--- src/rtl/cdc_hs_arbiter.sv ---
// Round-robin arbiter sharing one source-domain CDC request/response channel among
// NUM_REQ requesters: one transfer in flight, ack or timeout per requester, then a guard gap.
module cdc_hs_arbiter #(
  parameter int NUM_REQ    = 4,
  parameter int DATA_WIDTH = 16,
  parameter int TIMEOUT    = 64,
  parameter int GAP_CYCLES = 4,
  parameter int CW         = 7,
  localparam int IW        = $clog2(NUM_REQ)
) (
  input  logic                          clk,
  input  logic                          rstn,
  input  logic [NUM_REQ-1:0]            req_vld,
  input  logic [NUM_REQ*DATA_WIDTH-1:0] req_data,
  output logic [NUM_REQ-1:0]            req_ack,
  output logic [NUM_REQ-1:0]            req_err,
  output logic                          ch_vld,
  output logic [DATA_WIDTH-1:0]         ch_din,
  input  logic                          ch_rdy,
  output logic                          busy,
  output logic [IW-1:0]                 gnt_id,
  output logic                          stray_rdy,
  input  logic                          stray_clr
);

  typedef enum logic [1:0] {IDLE, ISSUE, WAIT, GAP} state_t;

  state_t                             state_q, state_d;
  logic [CW-1:0]                      cnt_q, cnt_d;
  logic [IW-1:0]                      last_q, last_d, gnt_q, gnt_d, pick;
  logic [DATA_WIDTH-1:0]              din_q, din_d;
  logic [NUM_REQ-1:0]                 ack_q, ack_d, err_q, err_d;
  logic                               vld_q, vld_d, busy_q, busy_d, stray_q, stray_d;
  logic [NUM_REQ-1:0][DATA_WIDTH-1:0] data_a;
  logic                               found;
  int                                 idx;

  for (genvar i = 0; i < NUM_REQ; i++) begin : g_unpack
    assign data_a[i] = req_data[i*DATA_WIDTH +: DATA_WIDTH];
  end

  // Rotating priority: first pending requester strictly after the last one served.
  always_comb begin
    pick  = last_q;
    found = 1'b0;
    idx   = 0;
    for (int k = 1; k <= NUM_REQ; k++) begin
      idx = (int'(last_q) + k) % NUM_REQ;
      if (!found && req_vld[IW'(idx)]) begin
        pick  = IW'(idx);
        found = 1'b1;
      end
    end
  end

  always_comb begin
    state_d = state_q;
    cnt_d   = cnt_q;
    last_d  = last_q;
    gnt_d   = gnt_q;
    din_d   = din_q;
    ack_d   = '0;
    err_d   = '0;
    vld_d   = 1'b0;
    stray_d = stray_q;
    if (stray_clr) stray_d = 1'b0;
    // A ready before WAIT cannot belong to the current transfer; flag it, set wins over clear.
    if (ch_rdy && (state_q == IDLE || state_q == ISSUE)) stray_d = 1'b1;
    unique case (state_q)
      IDLE: begin
        if (|req_vld) begin
          gnt_d   = pick;
          din_d   = data_a[pick];
          vld_d   = 1'b1;
          state_d = ISSUE;
        end
      end
      ISSUE: begin
        cnt_d   = '0;
        state_d = WAIT;
      end
      WAIT: begin
        if (ch_rdy) begin
          ack_d[gnt_q] = 1'b1;
          last_d       = gnt_q;
          cnt_d        = '0;
          state_d      = GAP;
        end else if (cnt_q == CW'(TIMEOUT - 1)) begin
          err_d[gnt_q] = 1'b1;
          last_d       = gnt_q;
          cnt_d        = '0;
          state_d      = GAP;
        end else begin
          cnt_d = cnt_q + CW'(1);
        end
      end
      GAP: begin
        // ch_rdy deliberately ignored here so a lingering ready pulse is absorbed.
        if (cnt_q == CW'(GAP_CYCLES - 1)) begin
          cnt_d   = '0;
          state_d = IDLE;
        end else begin
          cnt_d = cnt_q + CW'(1);
        end
      end
      default: state_d = IDLE;
    endcase
    busy_d = (state_d != IDLE);
  end

  always_ff @(posedge clk) begin
    if (!rstn) begin
      state_q <= IDLE;
      cnt_q   <= '0;
      last_q  <= IW'(NUM_REQ - 1);
      gnt_q   <= '0;
      din_q   <= '0;
      ack_q   <= '0;
      err_q   <= '0;
      vld_q   <= 1'b0;
      busy_q  <= 1'b0;
      stray_q <= 1'b0;
    end else begin
      state_q <= state_d;
      cnt_q   <= cnt_d;
      last_q  <= last_d;
      gnt_q   <= gnt_d;
      din_q   <= din_d;
      ack_q   <= ack_d;
      err_q   <= err_d;
      vld_q   <= vld_d;
      busy_q  <= busy_d;
      stray_q <= stray_d;
    end
  end

  assign req_ack   = ack_q;
  assign req_err   = err_q;
  assign ch_vld    = vld_q;
  assign ch_din    = din_q;
  assign busy      = busy_q;
  assign gnt_id    = gnt_q;
  assign stray_rdy = stray_q;

endmodule
--- config.mk ---
export PLATFORM = sky130hd
export DESIGN_NAME = cdc_hs_arbiter
export DESIGN_NICKNAME = d
export VERILOG_FILES = /design/src/rtl/cdc_hs_arbiter.sv
export SDC_FILE = /design/constraint.sdc
export NUM_CORES = 1
export LEC_CHECK = 0
export CORE_UTILIZATION = 45
export DETAILED_ROUTE_END_ITERATION = 8
export GPL_TIMING_DRIVEN = 0
export PLACE_DENSITY_LB_ADDON = 0.15
export SETUP_SLACK_MARGIN = 0.5
export SLEW_MARGIN = 30
export SYNTH_ARGS = -nofsm -noshare
export SYNTH_HDL_FRONTEND = slang
export SYNTH_SLANG_ARGS = --single-unit
export TNS_END_PERCENT = 5
--- constraint.sdc ---
create_clock -name clk -period 2.81 [get_ports clk]
set_input_delay 0.4215 -clock clk [delete_from_list [all_inputs] [get_ports clk]]
set_output_delay 0.4215 -clock clk [all_outputs]
set_load 0.05 [all_outputs]
==> results.txt <==
----------------------------------------------------
[Timing]
  Final critical delay including setup and external delays ... ~2.1 ns
  Tcrit/Tclk final ... between 70% and 80%
  Setup total negative slack ... 0 ns
  RSZ-0062 raised after global routing ... no
  Fmax achieved ... ~0.48 GHz
  Count of final hold-check violations ... 0
  Finish-stage setup viols ... 0
  Final clock skew ... approximately 0.0090 ns
  Worst slew pin tran ... 0.534 ns
  Count of pins over their slew limit ... 0
  PnR worst setup slack ... a little over 0.7 ns
  Slew headroom ... between 60 and 70%

[Hold path]
  Hold Path Origin ... stray_rdy$_SDFFE_PN0P_
  Number of cells on the worst hold path ... 2
  Endpoint of the worst hold-timing path ... stray_rdy$_SDFFE_PN0P_
  Min-Delay Path Class ... flop to flop

[Logic synthesis]
  Async set or reset register ratio after synthesis ... 0%
  Mean post-synth cell area ... between 9 and 10 um^2
  Number of flip-flops and latches in the synthesized netlist ... 40
  Cell count after synthesis ... 250
  Number of distinct library cells after synthesis ... between 40 and 50
  Net Count, Synth ... ~320
  Netlist Area Pre-Place ... approximately 0.0023 mm^2
  Ys flop type ... sky130_fd_sc_hd__dfxtp_1
  Portion of the post-synthesis area used by sequential elements ... a little over a third
  Count of flip-flops with a built-in enable after synthesis ... 0
  Synth warn ... 0

[Clock tree]
  Clk Tree Root Cell ... sky130_fd_sc_hd__clkbuf_8
  Clock-pin slew on the worst setup and hold paths ... 0.08 ns
  Number of buffers between clock root and the deepest sink ... 2
  Post-CTS Setup Inserts ... 0
  CTS H-tree lvls ... 2
  CTS tree ... done
  Number of gates resized after cts ... 0
  CTS hold repair buffers ... 0
  CTS sink count ... 40
  Worst-skew pair later-pin latency ... between 0.2 and 0.3 ns
  CTS buffer count ... 5

[Floorplan]
  Die Footprint ... 0.00536 mm^2
  Floorplan Core Area ... 0.00479 mm^2
  Initial core utilization ... a little under half
  Top-Level Pins ... slightly above 100
  Site row count ... 25
  Die span in y ... roughly 73 um
  Horiz. Die Dim ... 73.2 um

[Global route]
  Pin count of the biggest net entering global routing ... 14
  GRT Overall Usage ... 22.9%
  Vias in the first global route ... roughly 2,200
  First-pass GRT wire length ... approximately 9500 um
  Number of antenna violations at the first check in global routing ... 0
  Total global routing overflow ... 0

[Power and ir drop]
  Net Switching ... 611 uW
  Net switching share of the total power ... between 30% and 40%
  Internal Pwr Total ... between 1000 and 1500 uW
  Sequential group share of total power ... 37.0%
  Cell area power density ... just over 500 mW/mm^2
  Comb pwr share ... ~37%
  Total design power ... between 1500 and 2000 uW
  Proportion of power drawn by the clock network ... 26.0%
  Worst vdd ir ... about 0.33 mV
  Pleak ... between 0.001 and 0.0015 uW

[Worst setup path]
  Stage delay of the slowest cell on the critical path ... 0.87 ns
  Number of cells traversed by the worst register-to-register path ... 6
  Crit Path Category ... flop to output pin
  Cells along the critical path ... clkdlybuf4s50_1
  Worst reg2reg startpoint ... cnt_q[0]$_SDFFE_PN0N_
  Crit. path cell count ... 1
  Required time at the worst-slack endpoint ... approximately 2.4 ns
  Reg-to-Reg End ... cnt_q[3]$_SDFFE_PN0N_
  Reg2reg setup slack ... around 1.0 ns
  Worst Setup Start Kind ... flop
  Crit path capture type ... output pin
  Worst-path cell with the longest stage delay ... sky130_fd_sc_hd__clkdlybuf4s50_1
  Buf+Inv Stages, Crit Path ... 1
  Family with the most delay on the worst path ... buffers and inverters
  CP Data Arrival Time ... ~1.7 ns
  Largest fanout on the critical path ... 8

[Place]
  Final HPWL DP ... about 4600 um
  IO buf count ... between 90 and 100
  Pre-CTS setup slack ... about 0.46 ns
  GP Congestion ... 0.863
  Post-Place Cells ... 416

[Drt]
  Routed Wire Length ... between 5000 and 6000 um
  Metal3 WL ... 397 um
  Post-route met1 wirelength ... 2540 um
  Number of iterations in the first detailed-routing pass ... 4
  Met2 Routed Length ... 2860 um
  Iteration-0 DRC Markers ... 84
  Highest layer used for signal routing ... met4
  Routed wire per std cell ... roughly 14 um
  Mean number of vias per cell ... ~5.4
  Total number of vias ... 2,281
  Residual antenna-violating net count after detailed routing ... 0
  Drc violations ... 0

[Final layout]
  Fraction of layout instances using a drive strength above 1 ... 12.3%
  Syn-to-layout area delta ... 52.0%
  Top library cells by usage in the layout, fill and taps aside ... 99 x sky130_fd_sc_hd__clkdlybuf4s50_1, 40 x sky130_fd_sc_hd__dfxtp_1, 25 x sky130_fd_sc_hd__nand2_1
  Final std cells w/o fill ... about 420
  Final-stage net count ... ~430
  Antenna diode instance count ... 0
  Layout Utilization ... about 72%
  Most common cell after layout, fill and taps aside ... sky130_fd_sc_hd__clkdlybuf4s50_1

[Run]
  MaxCap Viol Count ... 0

[Outcome]
  Outcome ... completed

----------------------------------------------------
## power groups by stage
stage | clock, uW | sequential [uW] | combinational, uW
6_report | 466 | 661 | 660
5_1_grt | 496 | 668 | 703
4_1_cts | 481 | 661 | 663
3_5_place_dp | 0 | 673 | 661
3_3_place_gp | 0 | 671 | 655
2_1_floorplan | 0 | 830 | 257
## cell usage after synthesis, types with 2 or more instances
master	n	area, um^2
sky130_fd_sc_hd__clkbuf_1	8	30.0
sky130_fd_sc_hd__nand2b_1	8	50.1
sky130_fd_sc_hd__o21ai_0	8	40.0
sky130_fd_sc_hd__a21o_1	2	15.0
sky130_fd_sc_hd__a21oi_2	2	17.5
sky130_fd_sc_hd__and4_1	15	131
sky130_fd_sc_hd__o21ai_2	10	87.6
sky130_fd_sc_hd__nand3_1	3	15.0
sky130_fd_sc_hd__nor2_1	16	60.1
sky130_fd_sc_hd__buf_6	4	45.0
sky130_fd_sc_hd__dfxtp_1	40	801
sky130_fd_sc_hd__a31oi_1	3	18.8
sky130_fd_sc_hd__mux2i_1	18	180
sky130_fd_sc_hd__nand2_1	25	93.8
sky130_fd_sc_hd__nor2b_1	4	25.0
sky130_fd_sc_hd__o211ai_2	9	113
sky130_fd_sc_hd__o31a_1	15	131
sky130_fd_sc_hd__nor3_1	3	15.0
sky130_fd_sc_hd__o21ai_1	2	10.0
sky130_fd_sc_hd__o211ai_1	9	67.6
sky130_fd_sc_hd__buf_2	3	15.0
sky130_fd_sc_hd__inv_1	5	18.8
sky130_fd_sc_hd__a21oi_1	13	65.1
## registers in the layout (all words and copies together), names as in the netlist
| name | flops |
|---|---|
| ch_din | 16 |
| cnt_q | 7 |
| req_ack | 4 |
| req_err | 4 |
| gnt_id | 2 |
| last_q | 2 |
| state_q | 2 |
| busy | 1 |
| ch_vld | 1 |
| stray_rdy | 1 |
## worst max-delay path by stage
| stage | slack, ns | end | from |
|---|---|---|---|
| global route | 0.69 | gnt_id[0] | gnt_id[0]$_SDFFE_PN0P_ |
| CTS | 0.71 | gnt_id[0] | gnt_id[0]$_SDFFE_PN0P_ |
| detailed placement | 0.46 | ch_din[9]$_SDFFE_PN0P_ | req_vld[0] |
| global placement | 0.48 | ch_din[9]$_SDFFE_PN0P_ | req_vld[0] |
| finish | 0.73 | gnt_id[1] | gnt_id[1]$_SDFFE_PN0P_ |
| floorplan | 1.12 | ch_din[0]$_SDFFE_PN0P_ | req_vld[3] |
## stage by stage
stage,instance area (um^2),hold WS (ns)
detailed placement,3360,0.460
finish,3470,0.474
CTS,3470,0.478
global route,3470,0.503
global placement,3360,0.454
floorplan,2280,0.471
## layout make-up
type                            instances  area [um^2]
Clock inverter                          3         42.5
Buffer                                 16          110
Inverter                                7         26.3
Sequential cell                        40          801
Multi-Input combinational cell        187         1340
Timing Repair Buffer                   99          991
Clock buffer                            5         68.8
Fill cell                             393         1320
Tap cell                               67         83.8
## tightest hold or removal path, delay by kind of cell, from the launching register on
family	cells	cell delay [ns]
compound gates	1	0.05
flops	1	0.31
simple gates	1	0.06
## cell families after synthesis
family | synth area share [%]
DFF | 35.1
buffers and inverters | 5.98
adders and majority gates | 0.548
AOI/OAI and AO/OA | 29.5
muxes | 7.90
xor gates and xnor gates | 0.384
and+or+nand+nor | 20.6
## metal layers
layer / vias to the layer above / track usage (%)
li1: 1149 / -
met1: 1051 / 28.3
met2: 77 / 38.8
met3: 4 / 7.04
met4: 0 / 5.23
met5: - / 0
(Power assumes the default switching activity.)
